`src/rtl/srl_fifo_pkg.sv`:
```
// Shared types and elaboration-time helpers for the SRL FIFO with thresholds.
// Sizing functions take module parameters as arguments, so every instance derives its own widths.
package srl_fifo_pkg;

  typedef enum logic [1:0] {
    HEAD_HOLD     = 2'd0,
    HEAD_FROM_SRL = 2'd1,
    HEAD_FROM_DIN = 2'd2,
    HEAD_CLEAR    = 2'd3
  } head_src_e;

  localparam int MIN_DEPTH = 32'sd2;

  function automatic int clog2(input int value);
    int res;
    res = 32'sd0;
    for (int w = 32'sd1; w < value; w = w * 32'sd2) begin
      res = res + 32'sd1;
    end
    return res;
  endfunction

  function automatic int cap_of(input int depth, input int out_reg);
    return depth + out_reg;
  endfunction

  function automatic int count_width(input int depth, input int out_reg);
    return clog2(cap_of(depth, out_reg) + 32'sd1);
  endfunction

  function automatic bit params_ok(input int depth, input int out_reg,
                                   input int ae_thr, input int af_thr);
    return (depth >= MIN_DEPTH) && (out_reg >= 32'sd0) && (out_reg <= 32'sd1) &&
           (ae_thr >= 32'sd0) && (ae_thr < af_thr) &&
           (af_thr <= cap_of(depth, out_reg));
  endfunction

endpackage

```
`src/rtl/srl_fifo_storage.sv`:
```
// Shift-register storage: newest entry at index 0, read tap selected by addr.
// No reset on the array so that it maps onto SRL primitives.
module srl_fifo_storage
  import srl_fifo_pkg::*;
#(
  parameter int DATA_WIDTH = 8,
  parameter int DEPTH      = 16,
  parameter int ADDR_WIDTH = clog2(DEPTH)
) (
  input  logic                  clk,
  input  logic                  we,
  input  logic [ADDR_WIDTH-1:0] addr,
  input  logic [DATA_WIDTH-1:0] din,
  output logic [DATA_WIDTH-1:0] dout
);

  logic [DATA_WIDTH-1:0] mem_r [DEPTH];

  // shift every entry one place deeper on a write
  always_ff @(posedge clk) begin
    if (we) begin
      mem_r[0] <= din;
      for (int i = 1; i < DEPTH; i++) begin
        mem_r[i] <= mem_r[i-1];
      end
    end
  end

  assign dout = mem_r[addr];

endmodule

```
`src/rtl/srl_fifo_thresh_chk.sv`:
```
// Run-time checks for srl_fifo_thresh: parameter legality and occupancy bound.
module srl_fifo_thresh_chk
  import srl_fifo_pkg::*;
#(
  parameter int DEPTH   = 16,
  parameter int OUT_REG = 0,
  parameter int AF_THR  = 12,
  parameter int AE_THR  = 2,
  parameter int CW      = count_width(DEPTH, OUT_REG)
) (
  input logic          clk,
  input logic          reset,
  input logic [CW-1:0] count
);

  localparam int CAP = cap_of(DEPTH, OUT_REG);

  // occupancy must never exceed capacity; thresholds must be consistent
  always_ff @(posedge clk) begin
    if (!reset) begin
      assert (params_ok(DEPTH, OUT_REG, AE_THR, AF_THR));
      assert (count <= CW'(CAP));
    end
  end

endmodule

```
`src/rtl/srl_fifo_thresh.sv`:
```
// SRL FIFO with registered full/empty/almost flags, occupancy count and an
// optional registered head stage (OUT_REG=1 adds one entry of capacity).
module srl_fifo_thresh
  import srl_fifo_pkg::*;
#(
  parameter int DATA_WIDTH = 8,
  parameter int DEPTH      = 16,
  parameter int ADDR_WIDTH = clog2(DEPTH),
  parameter int OUT_REG    = 0,
  parameter int AF_THR     = 12,
  parameter int AE_THR     = 2
) (
  input  logic                                       clk,
  input  logic                                       reset,
  input  logic                                       if_write_ce,
  input  logic                                       if_write,
  input  logic [DATA_WIDTH-1:0]                      if_din,
  output logic                                       if_full_n,
  output logic                                       if_almost_full_n,
  input  logic                                       if_read_ce,
  input  logic                                       if_read,
  output logic [DATA_WIDTH-1:0]                      if_dout,
  output logic                                       if_empty_n,
  output logic                                       if_almost_empty_n,
  output logic [count_width(DEPTH, OUT_REG)-1:0]     if_count
);

  localparam int CAP = cap_of(DEPTH, OUT_REG);
  localparam int CW  = count_width(DEPTH, OUT_REG);
  localparam logic [CW-1:0] CNT_ONE = CW'(32'd1);
  localparam logic [CW-1:0] CAP_C   = CW'(CAP);
  localparam logic [CW-1:0] AF_C    = CW'(AF_THR);
  localparam logic [CW-1:0] AE_C    = CW'(AE_THR);

  logic                  push_s;
  logic                  pop_s;
  logic [CW-1:0]         count_r;
  logic [CW-1:0]         count_nxt_s;
  logic                  full_n_r;
  logic                  empty_n_r;
  logic                  af_n_r;
  logic                  ae_n_r;
  logic                  srl_we_s;
  logic [ADDR_WIDTH-1:0] srl_addr_s;
  logic [DATA_WIDTH-1:0] srl_dout_s;

  // handshakes only use registered flags, so no request-to-flag combinational path exists
  assign push_s = if_write & if_write_ce & full_n_r;
  assign pop_s  = if_read  & if_read_ce  & empty_n_r;

  // next occupancy from the accepted handshakes
  always_comb begin
    count_nxt_s = count_r;
    case ({push_s, pop_s})
      2'b10:   count_nxt_s = count_r + CNT_ONE;
      2'b01:   count_nxt_s = count_r - CNT_ONE;
      default: count_nxt_s = count_r;
    endcase
  end

  // count and all flags registered from the next count
  always_ff @(posedge clk) begin
    if (reset) begin
      count_r   <= '0;
      full_n_r  <= 1'b1;
      empty_n_r <= 1'b0;
      af_n_r    <= 1'b1;
      ae_n_r    <= 1'b0;
    end else begin
      count_r   <= count_nxt_s;
      full_n_r  <= (count_nxt_s != CAP_C);
      empty_n_r <= (count_nxt_s != '0);
      af_n_r    <= (count_nxt_s < AF_C);
      ae_n_r    <= (count_nxt_s > AE_C);
    end
  end

  assign if_count          = count_r;
  assign if_full_n         = full_n_r;
  assign if_empty_n        = empty_n_r;
  assign if_almost_full_n  = af_n_r;
  assign if_almost_empty_n = ae_n_r;

  srl_fifo_storage #(
    .DATA_WIDTH (DATA_WIDTH),
    .DEPTH      (DEPTH),
    .ADDR_WIDTH (ADDR_WIDTH)
  ) u_storage (
    .clk  (clk),
    .we   (srl_we_s),
    .addr (srl_addr_s),
    .din  (if_din),
    .dout (srl_dout_s)
  );

  generate
    if (OUT_REG == 0) begin : g_direct
      // the whole occupancy lives in the SRL, oldest entry sits at count-1
      assign srl_we_s   = push_s;
      assign srl_addr_s = ADDR_WIDTH'(count_r - CNT_ONE);
      assign if_dout    = srl_dout_s;
    end else begin : g_head
      localparam int SW = clog2(DEPTH + 32'sd1);
      localparam logic [SW-1:0] SRL_ONE = SW'(32'd1);

      logic [SW-1:0]         srl_cnt_r;
      logic [DATA_WIDTH-1:0] head_r;
      logic                  head_valid_r;
      logic                  srl_pop_s;
      head_src_e             head_src_s;

      // refill the head whenever it is empty or leaving; bypass the SRL when it holds nothing
      always_comb begin
        head_src_s = HEAD_HOLD;
        srl_pop_s  = 1'b0;
        srl_we_s   = push_s;
        if (!head_valid_r || pop_s) begin
          if (srl_cnt_r != '0) begin
            head_src_s = HEAD_FROM_SRL;
            srl_pop_s  = 1'b1;
          end else if (push_s) begin
            head_src_s = HEAD_FROM_DIN;
            srl_we_s   = 1'b0;
          end else begin
            head_src_s = HEAD_CLEAR;
          end
        end else begin
          head_src_s = HEAD_HOLD;
        end
      end

      assign srl_addr_s = ADDR_WIDTH'(srl_cnt_r - SRL_ONE);
      assign if_dout    = head_r;

      // SRL occupancy and head register update
      always_ff @(posedge clk) begin
        if (reset) begin
          srl_cnt_r    <= '0;
          head_r       <= '0;
          head_valid_r <= 1'b0;
        end else begin
          case ({srl_we_s, srl_pop_s})
            2'b10:   srl_cnt_r <= srl_cnt_r + SRL_ONE;
            2'b01:   srl_cnt_r <= srl_cnt_r - SRL_ONE;
            default: srl_cnt_r <= srl_cnt_r;
          endcase
          case (head_src_s)
            HEAD_FROM_SRL: begin
              head_r       <= srl_dout_s;
              head_valid_r <= 1'b1;
            end
            HEAD_FROM_DIN: begin
              head_r       <= if_din;
              head_valid_r <= 1'b1;
            end
            HEAD_CLEAR:    head_valid_r <= 1'b0;
            default:       head_valid_r <= head_valid_r;
          endcase
        end
      end
    end
  endgenerate

  srl_fifo_thresh_chk #(
    .DEPTH   (DEPTH),
    .OUT_REG (OUT_REG),
    .AF_THR  (AF_THR),
    .AE_THR  (AE_THR),
    .CW      (CW)
  ) u_chk (
    .clk   (clk),
    .reset (reset),
    .count (count_r)
  );

endmodule

```
`config.mk`:
```
export PLATFORM = sky130hd
export DESIGN_NAME = srl_fifo_thresh
export DESIGN_NICKNAME = d
export VERILOG_FILES = /design/src/rtl/srl_fifo_pkg.sv /design/src/rtl/srl_fifo_storage.sv /design/src/rtl/srl_fifo_thresh_chk.sv /design/src/rtl/srl_fifo_thresh.sv
export SDC_FILE = /design/constraint.sdc
export NUM_CORES = 1
export LEC_CHECK = 0
export ABC_AREA = 1
export ABC_CLOCK_PERIOD_IN_PS = 11300
export BUFFER_PORTS_ARGS = -buffer_cell sky130_fd_sc_hd__buf_4
export CAP_MARGIN = 5
export CELL_PAD_IN_SITES_DETAIL_PLACEMENT = 1
export CELL_PAD_IN_SITES_GLOBAL_PLACEMENT = 2
export CORE_ASPECT_RATIO = 0.7
export CORE_MARGIN = 4
export CORE_UTILIZATION = 45
export DETAILED_ROUTE_END_ITERATION = 10
export GPL_ROUTABILITY_DRIVEN = 0
export PLACE_DENSITY = 0.94
export SLEW_MARGIN = 0
export SYNTH_ARGS = -nofsm -noshare
export SYNTH_HDL_FRONTEND = slang
export SYNTH_SLANG_ARGS = --single-unit
```
`constraint.sdc`:
```
create_clock -name clk -period 11.3 [get_ports clk]
set_input_delay 2.825 -clock clk [delete_from_list [all_inputs] [get_ports clk]]
set_output_delay 2.825 -clock clk [all_outputs]
set_load 0.01 [all_outputs]
```
==> results.toml <==
[grt]
grt_pass1_wl_mm = 20.23
gr-total-overflow = 0
grt_pass1_vias = 3856
antenna_found_initial = 0
grt_use_total_pct = 18.18
grt_max_degree = 71

[sta]
post-route-period-util_pct = 58.09
worst_clock_skew_ns = 0.007616
rsz0062_at_grt = "no"
setup_ws_ns = 4.735
finalHoldViolCount = 0
fin_crit_ns = 6.565
fmax_mhz = 152.3
finalSetupViolCount = 0
setup_tns_ns = 0
tightest_slew_ns = 1.056
final_max_slew_viol_count = 0
relSlewSlack_pct = 29.60

[synth]
yosys_register_bits = 137
synth_top_family_by_area = "simple AND/OR/NAND/NOR gates"
synth_adder_area_share_pct = 0.8722
synth-compound-area-share_pct = 11.51
synth_top_area_cell = "edfxtp_1"
syn_inst = 476
synth_cell_type_count = 24
netlist.area_leader.share_pct = 66.99
synth_area_leaders = "edfxtp_1 (67%), nor2_1 (7.7%), o21ai_0 (5.8%), o211ai_2 (3.5%), nand2_1 (3.2%)"
synthSimpleGateAreaFrac_pct = 13.43
synth_mux_area_share_pct = 0
ys_seq_area_share_pct = 70.13
yosys.area_share.xor_xnor_pct = 0
synth_area_um2 = 5738
syn-num-nets = 494
yosysWarnings = 0
avgSynthCellArea_um2 = 12.05

[clock_tree]
clock_latency_ns = 0.41
post_cts_resized = 0
cts_hold_buf = 0
cts-root-buf = "clkbuf_16"
cts_tree = "done"
clkSinkCount = 137
path_clk_slew_ns = 0.06
cts_max_level = 4
clockBufferDepth = 2
post_cts_buffers = 0
numCtsBuffers = 17

[critical_path]
cp_top_family = "buffers and inverters"
crit_path_max_incr_delay_ns = 0.74
end_kind = "output pin"
cp_data_required_time_ns = 8.48
start_kind = "flop"
arrival_ns = 3.74
worstPathCellList = "inv_2 -> ha_1 -> buf_4 -> inv_2 -> nor2_1 -> o21ai_0 -> nand2_1 -> o211ai_1 -> nand2_1 -> buf_4"
worstPathMaxFanout = 67
critPathKind = "reg -> out"
worst-path-buf-inv = 4
cpMaxStageDelayCell = "inv_2"

[place]
preCtsSetupSlack_ns = 5.169
io_buffer_count = 30
dp_cells = 645
dp_hpwl_mm = 7.285

[cells_and_area]
instances_no_fill = 677
num_antenna_cells = 0
drive_above_1_share_pct = 15.34
fillCellCount = 1322
utilization_pct = 52.39
mostFrequentLayoutCells = "edfxtp_1 (128), nor2_1 (118), o21ai_0 (66)"
layout_commonest_cell = "edfxtp_1"
syn_to_final_growth_pct = 13.80
nets = 520

[routing]
vias_per_cell = 5.384
wl_per_cell_um = 18.25
firstDrtPassIters = 5
drc = 0
ant_nets = 0
finalWirelength_mm = 12.35
drt-initial-drc-count = 326
vias = 3645

[flow_run]
max_cap_viol_count = 0

[die]
fp.dieH_um = 102.5
core_region_area_um2 = 12460
start_util_pct = 46.03
die_x_um = 143.0
io_pins = 31
rows = 34
dieArea_um2 = 14650

[pwr]
vdd_ir_drop_max_uv = 113.8
total_power_w = 0.001342
p_leak_nw = 2.417
powerDensity_nw_per_um2 = 205.6

[hold_path]
hold_path.class = "reg -> reg"

[run_status]
run_status = "completed"
==> cell type report <==
cell class	instances	area [um^2]	area share, %
inverter	16	62.56	0.9580
timing repair buffer	33	247.7	3.794
sequential	137	4025	61.64
clock inverter	5	27.53	0.4215
tap	162	202.7	3.104
multi-input combinational	297	1481	22.69
clock buffer	27	483.0	7.396
==> logic make-up after synthesis <==
| family | after synthesis |
|---|---|
| AOI/OAI and AO/OA | 100 |
| adders and majority gates | 4 |
| DFF | 137 |
| buffers and inverters | 42 |
| and+or+nand+nor | 193 |
==> registers in the layout (all words and copies together), names as in the netlist <==
signal,cells
if_count,5
u_storage.mem_r,128
if_empty_n,1
if_almost_full_n,1
if_full_n,1
if_almost_empty_n,1
==> stage by stage <==
step	hold WS, ns	instance area, um^2
6_report	0.4417	6530
5_1_grt	0.4503	6530
4_1_cts	0.4438	6530
3_5_place_dp	0.4297	6020
3_3_place_gp	0.4226	6020
2_1_floorplan	0.4207	5738
==> synth_stat cells <==
cell type    n
o21ai_0     66
inv_1       14
a21boi_1     1
ha_1         4
edfxtp_1   128
clkbuf_1     7
nand2_1     49
nand3_1     18
buf_12       1
or2_1        2
buf_2       11
o211ai_2    16
a21oi_1      2
nand2_2      1
nand3b_1     1
nor2_1     118
o211ai_1    15
buf_8        1
buf_6        3
and2_4       1
buf_4        3
dfxtp_1      9
inv_2        2
nand4_1      3
==> layer usage <==
metal	global-route usage [%]	up-vias	routed length [um]
li1	-	1746	-
met1	24.72	1826	6028
met2	28.43	50	5685
met3	4.069	23	404
met4	7.962	0	233
met5	0	-	0
==> final timing paths <==
path / from / endpoint / slack [ns] / depth (start not counted)
max: if_count[0]$_SDFF_PP0_ / if_dout[5] / 4.74 / 10
min reg2reg: u_storage.mem_r[14][2]$_DFFE_PP_ / u_storage.mem_r[15][2]$_DFFE_PP_ / 0.44 / 0
max reg2reg: if_count[0]$_SDFF_PP0_ / if_empty_n$_SDFF_PP0_ / 7.83 / 12
min: u_storage.mem_r[14][2]$_DFFE_PP_ / u_storage.mem_r[15][2]$_DFFE_PP_ / 0.44 / 0
==> worst reg2reg max path, delay by kind of cell, from the launching register on <==
kind,cells,cell delay (ns)
AO/OA/AOI/OAI,1,0.19
adder cells (fa/ha/maj),1,0.76
buffers and inverters,3,1.47
flip-flops,1,0.32
AND/OR/NAND/NOR,7,0.62
==> power by group <==
part,internal [W],switching (W),leakage (nW)
clock network,0.000291,0.000198,0.249
registers,0.000594,0.0000167,1.27
logic,0.0000855,0.000158,0.895
(Power assumes the default switching activity.)
